## config.mk

```make
export PLATFORM = sky130hd
export DESIGN_NAME = phase_ctrl
export DESIGN_NICKNAME = d
export VERILOG_FILES = /design/src/rtl/phase_ctrl_pkg.sv /design/src/rtl/phase_ctrl_timer.sv /design/src/rtl/phase_ctrl.sv
export SDC_FILE = /design/constraint.sdc
export NUM_CORES = 1
export LEC_CHECK = 0
export BUFFER_PORTS_ARGS = -buffer_cell sky130_fd_sc_hd__buf_2
export CORE_AREA = 3 3 85 67
export CTS_CLUSTER_DIAMETER = 80
export DETAILED_ROUTE_END_ITERATION = 16
export DIE_AREA = 0 0 88 70
export GPL_TIMING_DRIVEN = 0
export PLACE_DENSITY = 0.84
export SYNTH_ARGS = -nofsm -noshare
export SYNTH_HDL_FRONTEND = slang
export SYNTH_SLANG_ARGS = --single-unit
export TNS_END_PERCENT = 1
```

## constraint.sdc

```tcl
create_clock -name clk -period 2.4 [get_ports clk]
set_clock_uncertainty 0.05 [all_clocks]
set_input_delay 0.48 -clock clk [delete_from_list [all_inputs] [get_ports clk]]
set_output_delay 0.48 -clock clk [all_outputs]
set_load 0.01 [all_outputs]
```

## src/rtl/phase_ctrl_pkg.sv

```systemverilog
// Shared types and constants for the two-phase non-overlapping clock sequencer.
package phase_ctrl_pkg;

   typedef enum logic [2:0] {
      IDLE  = 3'd0,
      GAP_A = 3'd1,
      PH2   = 3'd2,
      GAP_B = 3'd3,
      PH1   = 3'd4
   } state_e;

   typedef enum logic {
      RUN    = 1'b0,
      SINGLE = 1'b1
   } mode_e;

   localparam int unsigned MIN_DUR = 1;

endpackage

```

## src/rtl/phase_ctrl_timer.sv

```systemverilog
// Loadable down-counter timing each phase; expire flags the final cycle of a phase.
module phase_timer #(
   parameter int unsigned CNT_W = 8
) (
   input  logic             clk,
   input  logic             rst,
   input  logic             load,
   input  logic [CNT_W-1:0] load_val,
   output logic             expire
);

   logic [CNT_W-1:0] cnt_q;

   // Loading D at phase entry makes the phase last exactly D cycles.
   always_ff @(posedge clk or posedge rst) begin
      if (rst) begin
         cnt_q <= '0;
      end else if (load) begin
         cnt_q <= load_val;
      end else if (cnt_q != '0) begin
         cnt_q <= cnt_q - CNT_W'(1);
      end
   end

   assign expire = (cnt_q == CNT_W'(1));

endmodule

```

## src/rtl/phase_ctrl.sv

```systemverilog
// Two-phase non-overlapping phase-enable sequencer with programmable high time and gap,
// start / stop-at-boundary / single-step controls and a completed-cycle counter.
module phase_ctrl
   import phase_ctrl_pkg::*;
#(
   parameter int unsigned CNT_W = 8,
   parameter int unsigned CYC_W = 16
) (
   input  logic             clk,
   input  logic             rst,
   input  logic [CNT_W-1:0] cfg_high,
   input  logic [CNT_W-1:0] cfg_gap,
   input  logic             start,
   input  logic             stop,
   input  logic             step,
   output logic             phi1,
   output logic             phi2,
   output logic             busy,
   output logic             done,
   output logic [CYC_W-1:0] cycle_cnt
);

   state_e           state_q, state_d;
   mode_e            mode_q, mode_d;
   logic             stop_pend_q;
   logic [CNT_W-1:0] hi_q, gap_q;
   logic [CNT_W-1:0] hi_in, gap_in;
   logic             tmr_load, tmr_expire;
   logic [CNT_W-1:0] tmr_val;
   logic             latch, fin, inc;

   assign hi_in  = (cfg_high == '0) ? CNT_W'(MIN_DUR) : cfg_high;
   assign gap_in = (cfg_gap == '0) ? CNT_W'(MIN_DUR) : cfg_gap;

   phase_timer #(
      .CNT_W(CNT_W)
   ) u_timer (
      .clk     (clk),
      .rst     (rst),
      .load    (tmr_load),
      .load_val(tmr_val),
      .expire  (tmr_expire)
   );

   always_comb begin
      state_d  = state_q;
      mode_d   = mode_q;
      tmr_load = 1'b0;
      tmr_val  = gap_q;
      latch    = 1'b0;
      fin      = 1'b0;
      inc      = 1'b0;
      case (state_q)
         IDLE: begin
            if (start || step) begin
               state_d  = GAP_A;
               mode_d   = (step || stop) ? SINGLE : RUN;
               tmr_load = 1'b1;
               tmr_val  = gap_in;
               latch    = 1'b1;
            end
         end
         GAP_A: begin
            if (tmr_expire) begin
               state_d  = PH2;
               tmr_load = 1'b1;
               tmr_val  = hi_q;
            end
         end
         PH2: begin
            if (tmr_expire) begin
               state_d  = GAP_B;
               tmr_load = 1'b1;
               tmr_val  = gap_q;
            end
         end
         GAP_B: begin
            if (tmr_expire) begin
               state_d  = PH1;
               tmr_load = 1'b1;
               tmr_val  = hi_q;
            end
         end
         PH1: begin
            if (tmr_expire) begin
               inc = 1'b1;
               // A stop seen in the very last PH1 cycle still ends the run here.
               if (mode_q == SINGLE || stop_pend_q || stop) begin
                  state_d = IDLE;
                  fin     = 1'b1;
               end else begin
                  state_d  = GAP_A;
                  tmr_load = 1'b1;
                  tmr_val  = gap_in;
                  latch    = 1'b1;
               end
            end
         end
         default: state_d = IDLE;
      endcase
   end

   // Outputs are registered from the next state so phi1/phi2 can never overlap.
   always_ff @(posedge clk or posedge rst) begin
      if (rst) begin
         state_q     <= IDLE;
         mode_q      <= RUN;
         stop_pend_q <= 1'b0;
         hi_q        <= CNT_W'(MIN_DUR);
         gap_q       <= CNT_W'(MIN_DUR);
         phi1        <= 1'b0;
         phi2        <= 1'b0;
         busy        <= 1'b0;
         done        <= 1'b0;
         cycle_cnt   <= '0;
      end else begin
         state_q <= state_d;
         mode_q  <= mode_d;
         phi1    <= (state_d == PH1);
         phi2    <= (state_d == PH2);
         busy    <= (state_d != IDLE);
         done    <= fin;
         if (inc) begin
            cycle_cnt <= cycle_cnt + CYC_W'(1);
         end
         if (latch) begin
            hi_q  <= hi_in;
            gap_q <= gap_in;
         end
         if (fin) begin
            stop_pend_q <= 1'b0;
         end else if (stop && state_q != IDLE) begin
            stop_pend_q <= 1'b1;
         end
      end
   end

endmodule
```

==> flow_summary.yaml, run 1 <==
worst_setup_path:
  path_cells: "or3_1 -> buf_6 -> or4_4 -> o21ai_4 -> buf_6 -> mux2_2"
  max_stage_delay_ps: 540
  crit_slowest_cell: "or4_4"
  cp.arrival_ps: 2500
  cp_num_buf_inv: 2
  critPathMaxFanout: 7
  path_common_cell: "buf_6"
  required_ps: 2550
  start_kind: "flip-flop"
  path_class: "reg -> reg"
  endpoint_kind: "flip-flop"
  cp_top_family: "simple AND/OR/NAND/NOR gates"
route:
  drt-vias-per-instance: 5.55
  wire_per_inst_um: 14.4
  drtPass1Iterations: 4
  ant_nets: 0
  first_iter_violations: 143
  wl_um: 4870
  vias: 1881
  drc: 0
yosys:
  synth_cell_types: 42
  yosysTopAreaCell: "dfrtp_1"
  synth_area_per_cell_um2: 10.9
  synth.top_cell.area_share_pct: 48.6
  synthTopCellsByArea: "dfrtp_1 49%, mux2_2 6.5%, xnor2_1 4.3%, mux2i_1 3.7%, a222oi_1 3.3%"
  syn_inst: 221
  synth_area_um2: 2420
  synth-edff-count: 0
  synth_seq_area_share_pct: 50.8
  ys.flop_type: "dfrtp_1"
  ys_ff_latch: 49
  synthArstFlopShare_pct: 100
  synth_nets: 246
  ys_warn_count: 0
floorplan:
  dieWidth_um: 88
  row_count: 22
  die_y_um: 70
  initial_core_util_pct: 49.7
  coreArea_um2: 4870
  dieArea_um2: 6160
  io_pins: 41
power_and_ir_drop:
  p_leak_uw: 0.00141
  power_density_nw_per_um2: 998
  peakVddDrop_uv: 599
sta:
  max_clock_freq_mhz: 425
  setup_violations: 0
  min_period_over_period_pct: 97.9
  rsz0062_at_grt: "yes"
  hold_slack_ps: 79.5
  relSlewSlack_pct: 66.7
  tightest_slew_ps: 496
  slew_viol_final: 0
  finalCriticalPeriod_ps: 2350
  fin_ws_ps: 49.8
  finalHoldViolations: 0
cts:
  cts_made_buffers: 5
  cts_buffer_depth: 2
  cts_hold_buf: 0
  htree_num_levels: 2
  root_buffer: "clkbuf_8"
  clock_sinks: 49
  cts_tree: "yes"
  clk_latency_ps: 310
  cts.clk_slew.worst_paths_ps: 90
run:
  max-cap-violations: 0
cells_and_area:
  final.fill_count: 408
  drive_above_1_share_pct: 32.6
  mostFrequentLayoutCell: "dfrtp_1"
  fin_nets: 303
  final_cell_mix: "47 x dfrtp_1, 40 x buf_2, 16 x nor2_1"
  syn_to_final_growth_pct: 23.2
  antenna_cells: 0
place:
  port_buffers: 40
  dp_hpwl_um: 3420
  gp_congestion: 0.811
  pre_cts_slack_ps: -152
grt:
  grt_overflow: 0
  grt_max_degree: 34
  first_global_vias: 1821
  grt_usage_pct: 17.6
  antenna_found_initial: 0
  grt_pass1_wl_um: 8540
hold_path:
  min_path_type: "in -> async"
run_status:
  outcome: "complete, no violations"
[synth_stat cells (2+ instances only)]
| library cell | number |
|---|---|
| nor3_1 | 8 |
| mux2i_1 | 9 |
| or4_1 | 2 |
| a222oi_1 | 8 |
| nand4_1 | 5 |
| o21ai_0 | 3 |
| nand2b_1 | 4 |
| nand3b_1 | 2 |
| or3_1 | 4 |
| o22ai_1 | 2 |
| nor2_1 | 16 |
| nor4_1 | 5 |
| clkbuf_1 | 8 |
| xnor2_1 | 12 |
| mux2_2 | 14 |
| a21oi_1 | 9 |
| xor2_1 | 7 |
| o211ai_1 | 2 |
| buf_2 | 2 |
| nor3b_1 | 2 |
| buf_6 | 2 |
| nand2_1 | 14 |
| dfrtp_1 | 47 |
| inv_1 | 8 |
| ha_1 | 4 |
| nand3_1 | 5 |
| dfstp_2 | 2 |
[layer usage]
layer | vias to the layer above | GRT usage (%) | part of all wire, %
li1 | 911 | - | -
met1 | 890 | 24.7 | 48
met2 | 71 | 26.1 | 43
met3 | 9 | 4.13 | 7.1
met4 | 0 | 6.81 | 2.0
met5 | - | 0 | 0
[kinds of logic after synthesis]
logic type / Yosys count / share of synthesized area [%]
AO/OA/AOI/OAI: 30 / 9.36
XOR/XNOR: 19 / 6.88
adder cells (fa/ha/maj): 4 / 2.07
buffers and inverters: 20 / 3.83
flip-flops: 49 / 50.8
multiplexers: 24 / 10.7
AND/OR/NAND/NOR: 75 / 16.4
[layout make-up]
cell class                 instances  area [um2]  share of cell area, %
buffer                            10        62.6                   2.10
timing repair buffer              52         307                   10.3
clock inverter                     3        65.1                   2.18
sequential                        49        1230                   41.2
tap                               60        75.1                   2.52
multi-input combinational        152        1140                   38.4
inverter                           8        30.0                   1.01
clock buffer                       5        68.8                   2.31
[state kept, by name, indices dropped and copies added (netlist names)]
signal,flops
cycle_cnt,16
gap_q,8
hi_q,8
u_timer.cnt_q,8
state_q,3
busy,1
done,1
mode_q,1
phi1,1
phi2,1
stop_pend_q,1
[report_power, final]
group          switching, uW  total [uW]  internal, uW
sequential               163        1240          1080
combinational            512        1050           535
clock                    276         689           414
total                    950        2980          2030
[stage by stage]
| stage | total power (uW) | util (%) | instances | cell area (um2) | setup TNS (ps) |
|---|---|---|---|---|---|
| floorplan | 1920 | - | 221 | 2420 | 0 |
| global placement | 2090 | 55.3 | 321 | 2700 | -2010 |
| detailed placement | 2140 | 55.7 | 322 | 2720 | -2800 |
| CTS | 2940 | 60.7 | 339 | 2960 | -14.0 |
| global route | 3210 | 61.2 | 339 | 2980 | -35.9 |
| finish | 2980 | 61.2 | 339 | 2980 | 0 |
[path summary, 6_finish.rpt]
| kind | from | endpoint | slack, ps | cells after the start |
|---|---|---|---|---|
| worst min register to register | cycle_cnt[15]$_DFFE_PP0P_ | cycle_cnt[15]$_DFFE_PP0P_ | 410 | 1 |
| worst max-delay path | u_timer.cnt_q[2]$_DFFE_PP0P_ | hi_q[7]$_DFFE_PP0P_ | 50 | 6 |
| worst max register to register | u_timer.cnt_q[2]$_DFFE_PP0P_ | hi_q[7]$_DFFE_PP0P_ | 50 | 6 |
| max in group asynchronous | rst | hi_q[0]$_DFFE_PP1P_ | 1670 | 3 |
| min in group clk | cfg_high[1] | hi_q[1]$_DFFE_PP0P_ | 340 | 2 |
| worst min-delay path | rst | cycle_cnt[2]$_DFFE_PP0P_ | 80 | 2 |
[what timing repair did]
action                     4_1_cts  5_1_grt
pin swaps                        2        3
cloned                           1        0
setup endpoints to repair       25       28
gates resized for setup         11        6
setup buffers                    8        2
No activity file was read; power rests on OpenSTA's default activity.
==> inputs of run 2 (changes only) <==
- SETUP_SLACK_MARGIN: unset -> 0.1
- SLEW_MARGIN: unset -> 20
==> run 2 against run 1 <==
Compared with the run above:
- first-iteration DRC count down 41%
- critical path type unchanged
- combinational power rose by 17%
- the flow now finishes with violations (negative setup slack)
- clock power is 13% lower
==> flow_summary.yaml, run 2 (synthesis results as in run 1) <==
worst_setup_path:
  endpoint_kind: "flip-flop"
  path_class: "reg -> reg"
  cp.arrival_ps: 2550
  start_kind: "flip-flop"
  required_ps: 2540
  critPathMaxFanout: 5
power_and_ir_drop:
  p_leak_uw: 0.00148
  power_density_nw_per_um2: 991
  power_uw: 3080
  peakVddDrop_uv: 719
hold_path:
  min_path_type: "in -> async"
floorplan:
  coreArea_um2: 4870
  dieArea_um2: 6160
  initial_core_util_pct: 49.7
  io_pins: 41
  die_y_um: 70
  dieWidth_um: 88
  row_count: 22
cells_and_area:
  final_cell_mix: "47 x dfrtp_1, 40 x buf_2, 16 x nor2_1"
  mostFrequentLayoutCell: "dfrtp_1"
  fin_nets: 310
  syn_to_final_growth_pct: 28.5
  antenna_cells: 0
  final.fill_count: 384
  largest_reg_flops: 16
  final_cells: 346
  finalCoreUtilization_pct: 63.8
  drive_above_1_share_pct: 35.3
  top_register: "cycle_cnt"
route:
  first_iter_violations: 84
  drc: 0
  drt-vias-per-instance: 5.49
  drtPass1Iterations: 5
  ant_nets: 0
  wl_um: 5150
  wire_per_inst_um: 14.9
  vias: 1898
cts:
  cts_made_buffers: 5
  cts_hold_buf: 0
  cts_tree: "yes"
  clk_latency_ps: 300
  cts.clk_slew.worst_paths_ps: 90
  cts_buffer_depth: 2
  clock_sinks: 49
  htree_num_levels: 2
  root_buffer: "clkbuf_8"
sta:
  fin_ws_ps: -5.27
  setup_tns_ps: -16.5
  hold_slack_ps: 111
  tightest_slew_ps: 548
  max_clock_freq_mhz: 416
  finalCriticalPeriod_ps: 2410
  min_period_over_period_pct: 100
  setup_violations: 7
  rsz0062_at_grt: "yes"
  relSlewSlack_pct: 63.2
  finalHoldViolations: 0
  slew_viol_final: 0
place:
  gp_congestion: 0.766
  dp_hpwl_um: 3640
  port_buffers: 40
  dp_cells: 322
run_status:
  violations: "negative setup slack"
  outcome: "complete, but fails checks"
grt:
  grt_pass1_wl_um: 8620
  grt_overflow: 0
  first_global_vias: 1857
  antenna_found_initial: 0
  grt_usage_pct: 17.4
  grt_max_degree: 33
run:
  max-cap-violations: 0
-- run 2: area by class of cell --
cell class	instances	area [um2]	area share, %
Buffer	11	76.3	2.45
Multi-Input combinational cell	152	1210	38.9
Clock buffer	5	68.8	2.21
Sequential cell	49	1230	39.5
Inverter	8	30.0	0.965
Clock inverter	3	46.3	1.49
Tap cell	60	75.1	2.41
Timing Repair Buffer	58	375	12.1
-- run 2: worst paths after layout --
path / start / endpoint / slack, ps / cells past startpoint
worst min-delay path: rst / mode_q$_DFFE_PP0P_ / 110 / 2
max in group asynchronous: rst / gap_q[0]$_DFFE_PP1P_ / 1610 / 3
worst max register to register: u_timer.cnt_q[3]$_DFFE_PP0P_ / gap_q[3]$_DFFE_PP0P_ / -5 / 8
min in group clk: cfg_high[3] / hi_q[3]$_DFFE_PP0P_ / 370 / 2
worst max-delay path: u_timer.cnt_q[3]$_DFFE_PP0P_ / gap_q[3]$_DFFE_PP0P_ / -5 / 8
worst min register to register: cycle_cnt[15]$_DFFE_PP0P_ / cycle_cnt[15]$_DFFE_PP0P_ / 410 / 1
-- run 2: metal layers --
| metal | wire [um] | GRT usage, % | vias up |
|---|---|---|---|
| met3 | 289 | 4.13 | 9 |
| li1 | - | - | 928 |
| met4 | 44 | 4.60 | 0 |
| met5 | 0 | 0 | - |
| met1 | 2390 | 24.9 | 901 |
| met2 | 2430 | 26.2 | 60 |
-- run 2: repair_timing --
action,CTS,global route
endpoints found under the setup margin,25,29
pin swaps,5,1
gates resized for setup,13,6
cloned,1,0
setup buffers,9,7
-- run 2: where the power goes --
| part | leakage, uW | internal (uW) | switching, uW |
|---|---|---|---|
| combinational | 0.000810 | 686 | 541 |
| clock | 0.0000543 | 312 | 285 |
| sequential | 0.000616 | 1080 | 182 |
| total | 0.00148 | 2080 | 1010 |
-- run 2: through the flow --
| stage | setup slack [ps] | area [um2] |
|---|---|---|
| 2_1_floorplan | 103 | 2470 |
| 3_3_place_gp | -41.4 | 2750 |
| 3_5_place_dp | -109 | 2770 |
| 4_1_cts | -11.0 | 3030 |
| 5_1_grt | -62.4 | 3110 |
| 6_report | -5.27 | 3110 |
-- run 2: critical path, stage by stage (launching register included) --
cell	delay [ps]
dfrtp_1	390
or3_4	390
buf_6	140
or4_4	410
buf_6	150
o21ai_4	210
buf_6	140
buf_8	110
mux2_4	300
==> inputs of run 3 (changes only) <==
- RECOVER_POWER: unset -> 100
==> run 3 against run 2 <==
Compared with the run above:
- the flow now finishes without violations
- clock-buffer cell count did not move
- critical path depth unchanged
- first-iteration DRC count grew 13%
- routed wire length grew 0.37%
- sequential power hardly changed
- worst setup slack improved by 5.5 ps
- via count is 0.58% lower
- design area is 1.3% lower
- largest power group unchanged
- clock power about the same
- combinational power about the same
==> flow_summary.yaml, run 3 (synthesis results as in run 1) <==
worst_setup_path:
  path_common_cell: "buf_6"
  required_ps: 2540
  critPathMaxFanout: 5
  path_cells: "or3_4 -> buf_6 -> or4_4 -> buf_6 -> o21ai_4 -> buf_6 -> buf_8 -> mux2_4"
  cp.arrival_ps: 2540
  start_kind: "flip-flop"
  crit_slowest_cell: "or4_4"
  path_class: "reg -> reg"
  endpoint_kind: "flip-flop"
  max_stage_delay_ps: 410
sta:
  slew_viol_final: 0
  rsz0062_at_grt: "yes"
  min_period_over_period_pct: 100
  finalCriticalPeriod_ps: 2400
  fin_ws_ps: 0.182
  setup_violations: 0
  relSlewSlack_pct: 48.4
  tightest_slew_ps: 774
  finalHoldViolations: 0
  max_clock_freq_mhz: 417
grt:
  antenna_found_initial: 0
  met3_usage_pct: 4.13
  grt_max_degree: 33
  grt_use_met1_pct: 24.9
  grt_pass1_wl_um: 8620
  gr-usage-met2_pct: 26.2
  grt_usage_pct: 17.4
  grt.busiest_layer: "met2"
  grt_overflow: 0
  first_global_vias: 1857
cts:
  clock_sinks: 49
  cts_tree: "yes"
  root_buffer: "clkbuf_8"
  cts_made_buffers: 5
  cts.clk_slew.worst_paths_ps: 100
  clk_latency_ps: 300
  cts_buffer_depth: 2
  cts_hold_buf: 0
  htree_num_levels: 2
place:
  gp_congestion: 0.766
  port_buffers: 40
  pre_cts_slack_ps: -109
  placed_cell_area_um2: 2770
  dp_hpwl_um: 3640
cells_and_area:
  largest_reg_flops: 16
  final.fill_count: 398
  final_cell_mix: "47 x dfrtp_1, 26 x clkbuf_1, 20 x buf_2"
  antenna_cells: 0
  drive_above_1_share_pct: 28.0
  mostFrequentLayoutCell: "dfrtp_1"
  finalCoreUtilization_pct: 63.0
  syn_to_final_growth_pct: 26.9
  fin_nets: 310
  top_register: "cycle_cnt"
  fin_area_um2: 3070
route:
  vias: 1887
  drc: 0
  wl_um: 5170
  drtPass1Iterations: 5
  wire_per_inst_um: 14.9
  ant_nets: 0
  first_iter_violations: 95
  drt-vias-per-instance: 5.45
power_and_ir_drop:
  p_leak_uw: 0.00139
  power_density_nw_per_um2: 1000
  peakVddDrop_uv: 721
hold_path:
  min_path_type: "in -> async"
floorplan:
  die_y_um: 70
  initial_core_util_pct: 49.7
  coreArea_um2: 4870
  dieArea_um2: 6160
  io_pins: 41
  row_count: 22
  dieWidth_um: 88
run_status:
  outcome: "complete, no violations"
run:
  max-cap-violations: 0
[run 3: cell count changes in the layout (fill, tap and decap cells not counted), sizes merged]
cell,change
buf,-21
clkbuf,+21
[run 3: worst paths after layout]
| path | end | cells past startpoint | from | slack [ps] |
|---|---|---|---|---|
| worst max-delay path | gap_q[3]$_DFFE_PP0P_ | 8 | u_timer.cnt_q[3]$_DFFE_PP0P_ | 0.2 |
| worst max register to register | gap_q[3]$_DFFE_PP0P_ | 8 | u_timer.cnt_q[3]$_DFFE_PP0P_ | 0.2 |
| worst min-delay path | mode_q$_DFFE_PP0P_ | 2 | rst | 220 |
| worst min register to register | cycle_cnt[15]$_DFFE_PP0P_ | 1 | cycle_cnt[15]$_DFFE_PP0P_ | 420 |
| max in group asynchronous | hi_q[2]$_DFFE_PP0P_ | 3 | rst | 870 |
| min in group clk | hi_q[2]$_DFFE_PP0P_ | 2 | cfg_high[2] | 370 |
[run 3: layer usage]
metal / wire, um / vias to the layer above / part of all wire, %
met5: 0 / - / 0
met4: 42 / 0 / 0.81
met3: 264 / 7 / 5.1
met2: 2430 / 53 / 47
met1: 2430 / 905 / 47
li1: - / 922 / -
[run 3: where the power goes]
group          switching [uW]  total, uW  internal [uW]
Clock                     288        600            312
Sequential                183       1260           1080
Combinational             538       1220            681
[run 3: worst max-delay path, delay by kind of cell (launching register included)]
| kind | cells | cell delay, ps |
|---|---|---|
| AND/OR/NAND/NOR | 2 | 800 |
| multiplexers | 1 | 300 |
| flip-flops | 1 | 390 |
| AO/OA/AOI/OAI | 1 | 210 |
| buffers and inverters | 4 | 540 |
[run 3: final cells by class]
| class | instances | area (um2) | share of cell area, % |
|---|---|---|---|
| buffer | 11 | 76.3 | 2.49 |
| inverter | 8 | 30.0 | 0.978 |
| tap | 60 | 75.1 | 2.44 |
| clock buffer | 5 | 68.8 | 2.24 |
| sequential | 49 | 1230 | 40.0 |
| timing repair buffer | 58 | 335 | 10.9 |
| clock inverter | 3 | 46.3 | 1.51 |
| multi-input combinational | 152 | 1210 | 39.4 |
[run 3: timing repair]
action / CTS / global route
pin swaps: 5 / 1
cloned: 1 / 0
resized for setup: 13 / 6
buffers inserted: 9 / 7
setup endpoints to repair: 25 / 29
[run 3: through the flow]
step	power (uW)	TNS, ps	cells	hold WS [ps]
2_1_floorplan	2000	0	221	401
3_3_place_gp	2180	-124	321	402
3_5_place_dp	2230	-1180	322	405
4_1_cts	2990	-85.0	340	121
5_1_grt	3280	-475	346	274
6_report	3080	0	346	224
